[src/rtl/glb_pkg.sv]
// Shared sizing, requester ids and FSM state encoding for the global-buffer arbiter.
package glb_pkg;

   localparam int NUM_REQ = 4;
   localparam int ADDR_W  = 16;
   localparam int DATA_W  = 32;

   typedef enum logic [1:0] {
      REQ_FILTER = 2'd0,
      REQ_IFMAP  = 2'd1,
      REQ_IPSUM  = 2'd2,
      REQ_OPSUM  = 2'd3
   } req_id_t;

   typedef enum logic {
      ST_IDLE  = 1'b0,
      ST_BURST = 1'b1
   } state_t;

endpackage

[src/rtl/rr_arbiter.sv]
// One-hot round-robin pick: first asserted request at or after ptr, searched modulo N.
module rr_arbiter #(
   parameter int N  = 4,
   parameter int PW = 2
) (
   input  logic [N-1:0]  req,
   input  logic [PW-1:0] ptr,
   output logic [N-1:0]  gnt
);

   always_comb begin
      int   idx;
      logic found;
      gnt   = '0;
      found = 1'b0;
      idx   = 0;
      for (int k = 0; k < N; k++) begin
         idx = int'(ptr) + k;
         if (idx >= N) idx = idx - N;
         if (!found && req[PW'(idx)]) begin
            gnt[PW'(idx)] = 1'b1;
            found         = 1'b1;
         end
      end
   end

endmodule

[src/rtl/glb_arbiter.sv]
// Global-buffer port arbiter: round-robin between bursts, burst lock on the owner,
// combinational GLB drive and a one-cycle read-return tag.
module glb_arbiter
   import glb_pkg::*;
#(
   parameter  int NUM_REQ = glb_pkg::NUM_REQ,
   parameter  int ADDR_W  = glb_pkg::ADDR_W,
   parameter  int DATA_W  = glb_pkg::DATA_W,
   localparam int PTR_W   = (NUM_REQ > 1) ? $clog2(NUM_REQ) : 1
) (
   input  logic                             clk,
   input  logic                             rst,
   input  logic [NUM_REQ-1:0]               req_valid,
   output logic [NUM_REQ-1:0]               req_ready,
   input  logic [NUM_REQ-1:0]               req_we,
   input  logic [NUM_REQ-1:0]               req_last,
   input  logic [NUM_REQ-1:0][ADDR_W-1:0]   req_addr,
   input  logic [NUM_REQ-1:0][DATA_W-1:0]   req_wdata,
   output logic [NUM_REQ-1:0]               rsp_valid,
   output logic [DATA_W-1:0]                rsp_rdata,
   output logic                             glb_en,
   output logic                             glb_we,
   output logic [ADDR_W-1:0]                glb_addr,
   output logic [DATA_W-1:0]                glb_wdata,
   input  logic [DATA_W-1:0]                glb_rdata,
   output logic                             idle,
   output state_t                           state_dbg,
   output logic [PTR_W-1:0]                 ptr_dbg
);

   // Handshake: a beat moves in any cycle where req_valid[i] && req_ready[i];
   // req_ready never depends on anything but req_valid, FSM state and rst.

   state_t               state, state_n;
   logic [PTR_W-1:0]     rr_ptr, rr_ptr_n;
   logic [PTR_W-1:0]     owner, owner_n;
   logic [PTR_W-1:0]     sel;
   logic [PTR_W-1:0]     rd_id;
   logic                 rd_pend;
   logic [NUM_REQ-1:0]   pick;
   logic [NUM_REQ-1:0]   owner_mask;

   function automatic logic [PTR_W-1:0] wrap_inc(input logic [PTR_W-1:0] v);
      if (int'(v) == NUM_REQ - 1) wrap_inc = '0;
      else                        wrap_inc = v + PTR_W'(1);
   endfunction

   rr_arbiter #(
      .N  (NUM_REQ),
      .PW (PTR_W)
   ) u_rr (
      .req (req_valid),
      .ptr (rr_ptr),
      .gnt (pick)
   );

   always_ff @(posedge clk or posedge rst) begin
      if (rst) begin
         state   <= ST_IDLE;
         rr_ptr  <= '0;
         owner   <= '0;
         rd_pend <= 1'b0;
         rd_id   <= '0;
      end else begin
         state   <= state_n;
         rr_ptr  <= rr_ptr_n;
         owner   <= owner_n;
         rd_pend <= glb_en && !glb_we;
         rd_id   <= sel;
      end
   end

   always_comb begin
      state_n  = state;
      rr_ptr_n = rr_ptr;
      owner_n  = owner;
      case (state)
         ST_IDLE: begin
            if (glb_en) begin
               if (req_last[sel]) begin
                  rr_ptr_n = wrap_inc(sel);
               end else begin
                  state_n = ST_BURST;
                  owner_n = sel;
               end
            end
         end
         ST_BURST: begin
            if (glb_en && req_last[owner]) begin
               state_n  = ST_IDLE;
               rr_ptr_n = wrap_inc(owner);
            end
         end
         default: state_n = ST_IDLE;
      endcase
   end

   // Grants are forced off while rst is high so the GLB sees no access during reset.
   always_comb begin
      owner_mask        = '0;
      owner_mask[owner] = 1'b1;
      req_ready         = '0;
      if (!rst) begin
         if (state == ST_IDLE) req_ready = pick;
         else                  req_ready = owner_mask & req_valid;
      end
      sel = '0;
      for (int i = 0; i < NUM_REQ; i++) begin
         if (req_ready[i]) sel = PTR_W'(i);
      end
      glb_en    = |req_ready;
      glb_we    = glb_en && req_we[sel];
      glb_addr  = req_addr[sel];
      glb_wdata = req_wdata[sel];
      rsp_valid = '0;
      if (rd_pend) rsp_valid[rd_id] = 1'b1;
      rsp_rdata = glb_rdata;
      idle      = (state == ST_IDLE) && !rd_pend;
      state_dbg = state;
      ptr_dbg   = rr_ptr;
   end

endmodule
[config.mk]
export PLATFORM = sky130hd
export DESIGN_NAME = glb_arbiter
export DESIGN_NICKNAME = d
export VERILOG_FILES = /design/src/rtl/glb_pkg.sv /design/src/rtl/rr_arbiter.sv /design/src/rtl/glb_arbiter.sv
export SDC_FILE = /design/constraint.sdc
export NUM_CORES = 1
export LEC_CHECK = 0
export ABC_AREA = 1
export CAP_MARGIN = 30
export CORE_AREA = 3 3 127 129
export DETAILED_ROUTE_END_ITERATION = 8
export DIE_AREA = 0 0 130 132
export GPL_TIMING_DRIVEN = 0
export SETUP_SLACK_MARGIN = 0.2
export SLEW_MARGIN = 30
export SYNTH_ARGS = -nofsm -noshare
export SYNTH_HDL_FRONTEND = slang
export SYNTH_HIERARCHICAL = 1
export SYNTH_SLANG_ARGS = --single-unit
[constraint.sdc]
create_clock -name clk -period 3.6 [get_ports clk]
set_input_delay 0.72 -clock clk [delete_from_list [all_inputs] [get_ports clk]]
set_output_delay 0.72 -clock clk [all_outputs]
set_load 0.01 [all_outputs]
==> After elaboration in Yosys (flattened, before gate mapping) <==
Cells that the tools add are included.
{ "totals": {"reg_bits": 8, "wordCells": 124, "input_bits": 238} }
{ "classes": {"n_mux": 61, "n_lt_le_gt_ge": 17, "n_eq_ne": 5, "bitwise": 6, "n_reduce_logical": 21, "addsub": 9} }
{ "op_table": {"columns": ["operator", "n"], "rows": [
  ["32-bit binary-select mux with 2-bit select", 1],
  ["16-bit binary-select mux with 2-bit select", 1],
  ["32-bit 2-to-1 mux", 1],
  ["4-bit 2-to-1 mux", 7],
  ["1-bit 2-to-1 mux", 24],
  ["2-bit 2-to-1 mux", 11],
  ["2-bit by 4-bit less-than comparator with 1-bit output, second input constant", 4],
  ["16-bit 2-to-1 mux", 1],
  ["1-bit binary-select mux with 2-bit select", 7],
  ["1-bit logical AND", 13],
  ["1-bit demux with 2-bit select", 6],
  ["2-bit by 1-bit greater-or-equal comparator with 1-bit output, second input constant", 6],
  ["4-bit OR", 3],
  ["3-bit greater-or-equal comparator, second input constant", 3],
  ["2-bit by 3-bit less-than comparator with 1-bit output, second input constant", 3],
  ["2-bit by 1-bit subtractor with 2-bit output, second input constant", 4],
  ["2-bit by 2-bit adder with 3-bit output, second input constant", 2],
  ["3-bit AND reduction", 2],
  ["1-bit zero test", 5],
  ["2-bit by 1-bit adder with 2-bit output, second input constant", 2],
  ["4-bit AND", 1],
  ["2-bit by 1-bit == test with 1-bit output, second input constant", 2],
  ["2-bit != test, second input constant", 2],
  ["2-bit one-hot mux with 2 select lines", 1],
  ["other kinds (6)", 7]
]} }

==> Depth between registers and ports, before layout <==
{ "logic_depth": {"word_depth": 25, "ltp_mapped": 22, "mapped_depth_nobuf": 21} }

==> Hierarchy <==
Netlist, hierarchy kept.
{ "modules_own_cells": {"columns": ["module", "cells_each", "seq_area_each_um2", "area_per_inst_um2", "n_inst"], "rows": [
  ["glb_arbiter", 401, 200.2, 2174.6, 1],
  ["rr_arbiter", 90, 0.0, 495.5, 1]
]} }

==> Worst setup path before layout <==
Ideal clock, no wire load.
{ "synth_timing": {"path_kind": "reg-to-output", "startpoint": "register rr_ptr[1], in the netlist ptr_dbg[1]", "endpoint": "output glb_addr[0]", "path_slack_ns": 0.071, "stages_incl_launch_ff": 19, "required_ns": 2.880, "arrival_time_ns": 2.809, "cell_sequence": "dfrtp_1 > inv_1 > ha_1 > clkbuf_1 > inv_1 > nand3_1 > nand2_1 > nand2_4 > inv_2 > nand3_1 > nand3_1 > nand2_1 > o21ai_1 > nand2_2 > o21ai_4 > inv_2 > clkbuf_1 > nor2_1 > o22ai_1"} }
{ "synth_via": {"word_cells_on_any_way": 70} }
{ "synth_lines": {"columns": ["element", "line_no", "text"], "rows": [
  ["start, declared", "glb_arbiter.sv:35", "logic [PTR_W-1:0] rr_ptr, rr_ptr_n;"],
  ["start signal, assigned", "glb_arbiter.sv:66", "rr_ptr <= rr_ptr_n;"],
  ["branches (longest 14 deep; another with 2-bit by 4-bit less-than comparator with 1-bit output)", null, null],
  ["4-bit 2-to-1 mux (*)", "rr_arbiter.sv:20", "if (!found && req[PW'(idx)]) begin"],
  ["net pick[3]", "glb_arbiter.sv:40", "logic [NUM_REQ-1:0] pick;"],
  ["4-bit 2-to-1 mux (*)", "glb_arbiter.sv:104", "if (state == ST_IDLE) req_ready = pick;"],
  ["4-bit 2-to-1 mux (*)", "glb_arbiter.sv:103", "if (!rst) begin"],
  ["2-bit 2-to-1 mux (*)", "glb_arbiter.sv:109", "if (req_ready[i]) sel = PTR_W'(i);"],
  ["16-bit binary-select mux with 2-bit select (*)", "glb_arbiter.sv:113", "glb_addr = req_addr[sel];"],
  ["16-bit 2-to-1 mux (implied by the code) (*)", "glb_arbiter.sv:113", null],
  ["end, declared", "glb_arbiter.sv:23", "output logic [ADDR_W-1:0] glb_addr,"]
]} }
Mark *: on every way through the listed nets, which the timed path passes. The select of a mux whose other input is x is not followed.

==> Worst setup path after layout <==
{ "layout_timing": {"startpoint": "register rr_ptr[1], in the netlist ptr_dbg[1]", "endpoint": "output glb_addr[14]"} }
{ "layout_via": {"elab_chain_len": 22, "word_cells_on_any_way": 70} }
{ "layout_rtl": {"columns": ["element", "line_no"], "rows": [
  ["branches (longest 14 deep; another with 2-bit by 4-bit less-than comparator with 1-bit output)", null],
  ["4-bit 2-to-1 mux (*)", "rr_arbiter.sv:20"],
  ["net pick[1]", "glb_arbiter.sv:40"],
  ["4-bit 2-to-1 mux (*)", "glb_arbiter.sv:104"],
  ["4-bit 2-to-1 mux (*)", "glb_arbiter.sv:103"],
  ["1-bit 2-to-1 mux (*)", "glb_arbiter.sv:109"],
  ["2-bit 2-to-1 mux (*) (2 in a row)", "glb_arbiter.sv:109"],
  ["16-bit binary-select mux with 2-bit select (*)", "glb_arbiter.sv:113"],
  ["16-bit 2-to-1 mux (implied by the code) (*)", "glb_arbiter.sv:113"]
]} }
Marks and branches as above.

==> results.md <==
* RSZ-0062 raised after global routing: true
* Min-delay src: owner[1]$_DFFE_PP0P_
* Skew-Pair Late Insertion Delay at 0.24 ns
* Crit-path max FO at 7
* Setup WS post-layout at -0.0284 ns
* Routability Congestion at 0.897
* Worst-margin pin slew at 0.549 ns
* Post-synth EDFFs at 0
* Finished Cell Area at 0.00685 mm^2
* Worst min path class: flip-flop to flip-flop
* Post-synthesis cell area at 0.00267 mm^2
* Clock tree buffer depth at 2
* Initial core utilization at 0.176
* Clk_skew at 0.00401 ns
* Placed inst area at 0.00590 mm^2
* Critical setup path kind: flip-flop to output pin
* Seq/Total Area, Yosys at 0.0750
* Worst EP arrival at 2.91 ns
* Die Area at 0.0172 mm^2
* Die Wd at 130 um
* Largest net degree at the start of global routing at 13
* Clock sink count at 8
* Post-Place Cells at 978
* Layout Cells excl Fill at 1006
* Via count at 4736
* Drt total wl at 19900 um
* Total congestion overflow at 0
* Final Max Tran Viols at 0
* Post-synthesis cell type count at 27
* Layout Nets at 1067
* Vias per cell at 4.71
* CTS clock-pin slew for the worst setup and hold paths at 0.04 ns
* Core area at 0.0151 mm^2
* FF+latch count, synth at 8
* Fmax at 276 MHz
* Vias in the first global route at 4660
* R2R depth at 21
* Cell leakage power at 2.95 nW
* IO buf count at 299
* Crit end category: output pin
* Net count after synthesis at 741
* Largest cells by area after synthesis: nor2_1 15%, o22ai_1 12%, o21ai_0 10%, a21oi_1 9.6%, buf_4 9.6%
* Die extent in y at 132 um
* Hold endpoint: owner[1]$_DFFE_PP0P_
* Top cells by count, synth: 108 x nor2_1, 54 x nand2_1, 54 x o21ai_0, 51 x a21oi_1, 50 x o22ai_1
* Pwr Density at 753 mW/mm^2
* Fill cell count at 1541
* RR Endpoint: owner[1]$_DFFE_PP0P_
* Final count of hold timing violations at 0
* Final setup viols at 8
* Violated checks: setup timing
* Final TNS setup at -0.129 ns
* Synth area leader: nor2_1
* Mapped Cells at 491
* DRC at 0
* Synth top area share at 0.152
* CP required at 2.88 ns
* Status: finished, violations left
* Wire per inst at 19.8 um
* Asr flop ratio synth at 1.00
* Iter 0 DRT Violations at 234
* Crit share post-route at 1.01
* Root buffer cell: clkbuf_16
* Boundary pin count at 332
* Hold bufs inserted after CTS at 0
* Dpl ws at -1.26 ns
* Power Total at 5.16 mW
* CTS tree: done
* Area delta synth->final at 157%
* Max-Cap Viols at 0
* # H-tree levels at 1
* Yosys warning total at 6
* Setup crit start kind: flip-flop
* Pre-antenna DRT Iters at 4
* Crit path time final at 3.63 ns
* # rows at 45
* Rel. slew slack at 0.633
* Average cell area after synthesis at 5.44 um^2
* Antenna-violating nets left at 0
* WHS Path Cells at 2
* Reg-to-reg slack, setup at 0.86 ns
* Num CTS Buffers at 3
* Most frequent cell after synthesis: nor2_1
* FF-to-FF Start: ptr_dbg[1]$_DFFE_PP0P_
* Layout cells sized above 1 at 0.332
* Peak supply drop at 318 uV
* Antenna violations before repair at 3
* Dpl hpwl at 16000 um
* Global-route wire length before repair at 27700 um
* Gr usage total at 0.210
* Ys flop type: dfrtp_1
[sequential cells by signal (all words and copies together) (netlist names)]
signal / cells
owner: 2
ptr_dbg: 2
rd_id: 2
rd_pend: 1
state_dbg: 1
[through the flow]
step	util	hold slack [ns]
finish	0.452	0.584
global route	0.452	0.663
CTS	0.425	0.581
detailed placement	0.390	0.572
global placement	0.390	0.572
floorplan	-	0.529
[how the worst max path moves through the flow]
stage | end | slack [ns] | startpoint
floorplan | glb_addr[0] | 0.21 | ptr_dbg[1]$_DFFE_PP0P_
global placement | glb_wdata[1] | -1.27 | req_valid[3]
detailed placement | glb_wdata[1] | -1.26 | req_valid[1]
CTS | glb_wdata[2] | -0.05 | ptr_dbg[1]$_DFFE_PP0P_
global route | glb_addr[14] | -0.15 | ptr_dbg[0]$_DFFE_PP0P_
finish | glb_addr[14] | -0.03 | ptr_dbg[1]$_DFFE_PP0P_
[final cells by class]
class,count,area (um^2),area share
Timing Repair Buffer,320,3010,0.439
Buffer,64,684,0.0999
Sequential cell,8,203,0.0296
Antenna cell,2,5.00,0.000731
Timing Repair inverter,1,8.76,0.00128
Multi-Input combinational cell,382,2450,0.358
Clock buffer,4,78.8,0.0115
Tap cell,188,235,0.0343
Inverter,37,175,0.0256
[routing by layer]
layer	routed length, um	part of all wire	global-route usage	vias to the layer above
met5	45	0.0023	0	-
met1	8080	0.41	0.261	2177
met2	9790	0.49	0.369	226
met3	1840	0.093	0.0644	16
li1	-	-	-	2311
met4	147	0.0074	0.0191	6
[power by group]
group / switching, mW / internal [mW] / leakage, nW / total (mW)
sequential: 0.0392 / 0.128 / 0.102 / 0.168
clock: 0.0491 / 0.148 / 0.0382 / 0.197
combinational: 2.57 / 2.22 / 2.81 / 4.79
total: 2.66 / 2.50 / 2.95 / 5.16
[worst max-delay path: stages (launching register included)]
cell and delay (ns):
dfrtp_2 0.43, inv_4 0.07, ha_4 0.20, buf_8 0.14, inv_8 0.06, nand3_4 0.07, nand2_4 0.07, nand2_4 0.05
nor2_4 0.16, nand2_2 0.07, nand3_2 0.07, nor2_1 0.05, nor2_1 0.11, nand2_2 0.09, o21ai_4 0.16, buf_12 0.17
inv_12 0.06, buf_12 0.15, buf_12 0.15, nor2_4 0.09, o22ai_2 0.09, buf_2 0.16
[repair_timing]
action | 4_1_cts | 5_1_grt
setup endpoints to repair | 55 | 53
pin swaps | 30 | 27
setup buffers | 9 | 8
gates resized for setup | 406 | 99
cloned | 3 | 2
[layout by cell type (no fill, tap or decap), drive strengths merged, types with 2 or more instances in the layout]
cell           netlist  routed
a21oi               51      51
buf                 42     121
clkbuf              22      21
clkdlybuf4s50        0     243
clkinv               4       4
dfrtp                8       8
diode                0       2
ha                  12      12
inv                 33      34
nand2               61      61
nand3               30      30
nand4                3       3
nor2               109     109
nor3                 5       5
o21ai               59      59
o22ai               50      50
[logic make-up after synthesis]
group / count (synthesis) / synth area share
AOI/OAI and AO/OA: 161 / 0.330
DFF: 8 / 0.0750
and+or+nand+nor: 209 / 0.340
adders and majority gates: 12 / 0.0562
buffers and inverters: 101 / 0.198
(Power assumes the default switching activity.)
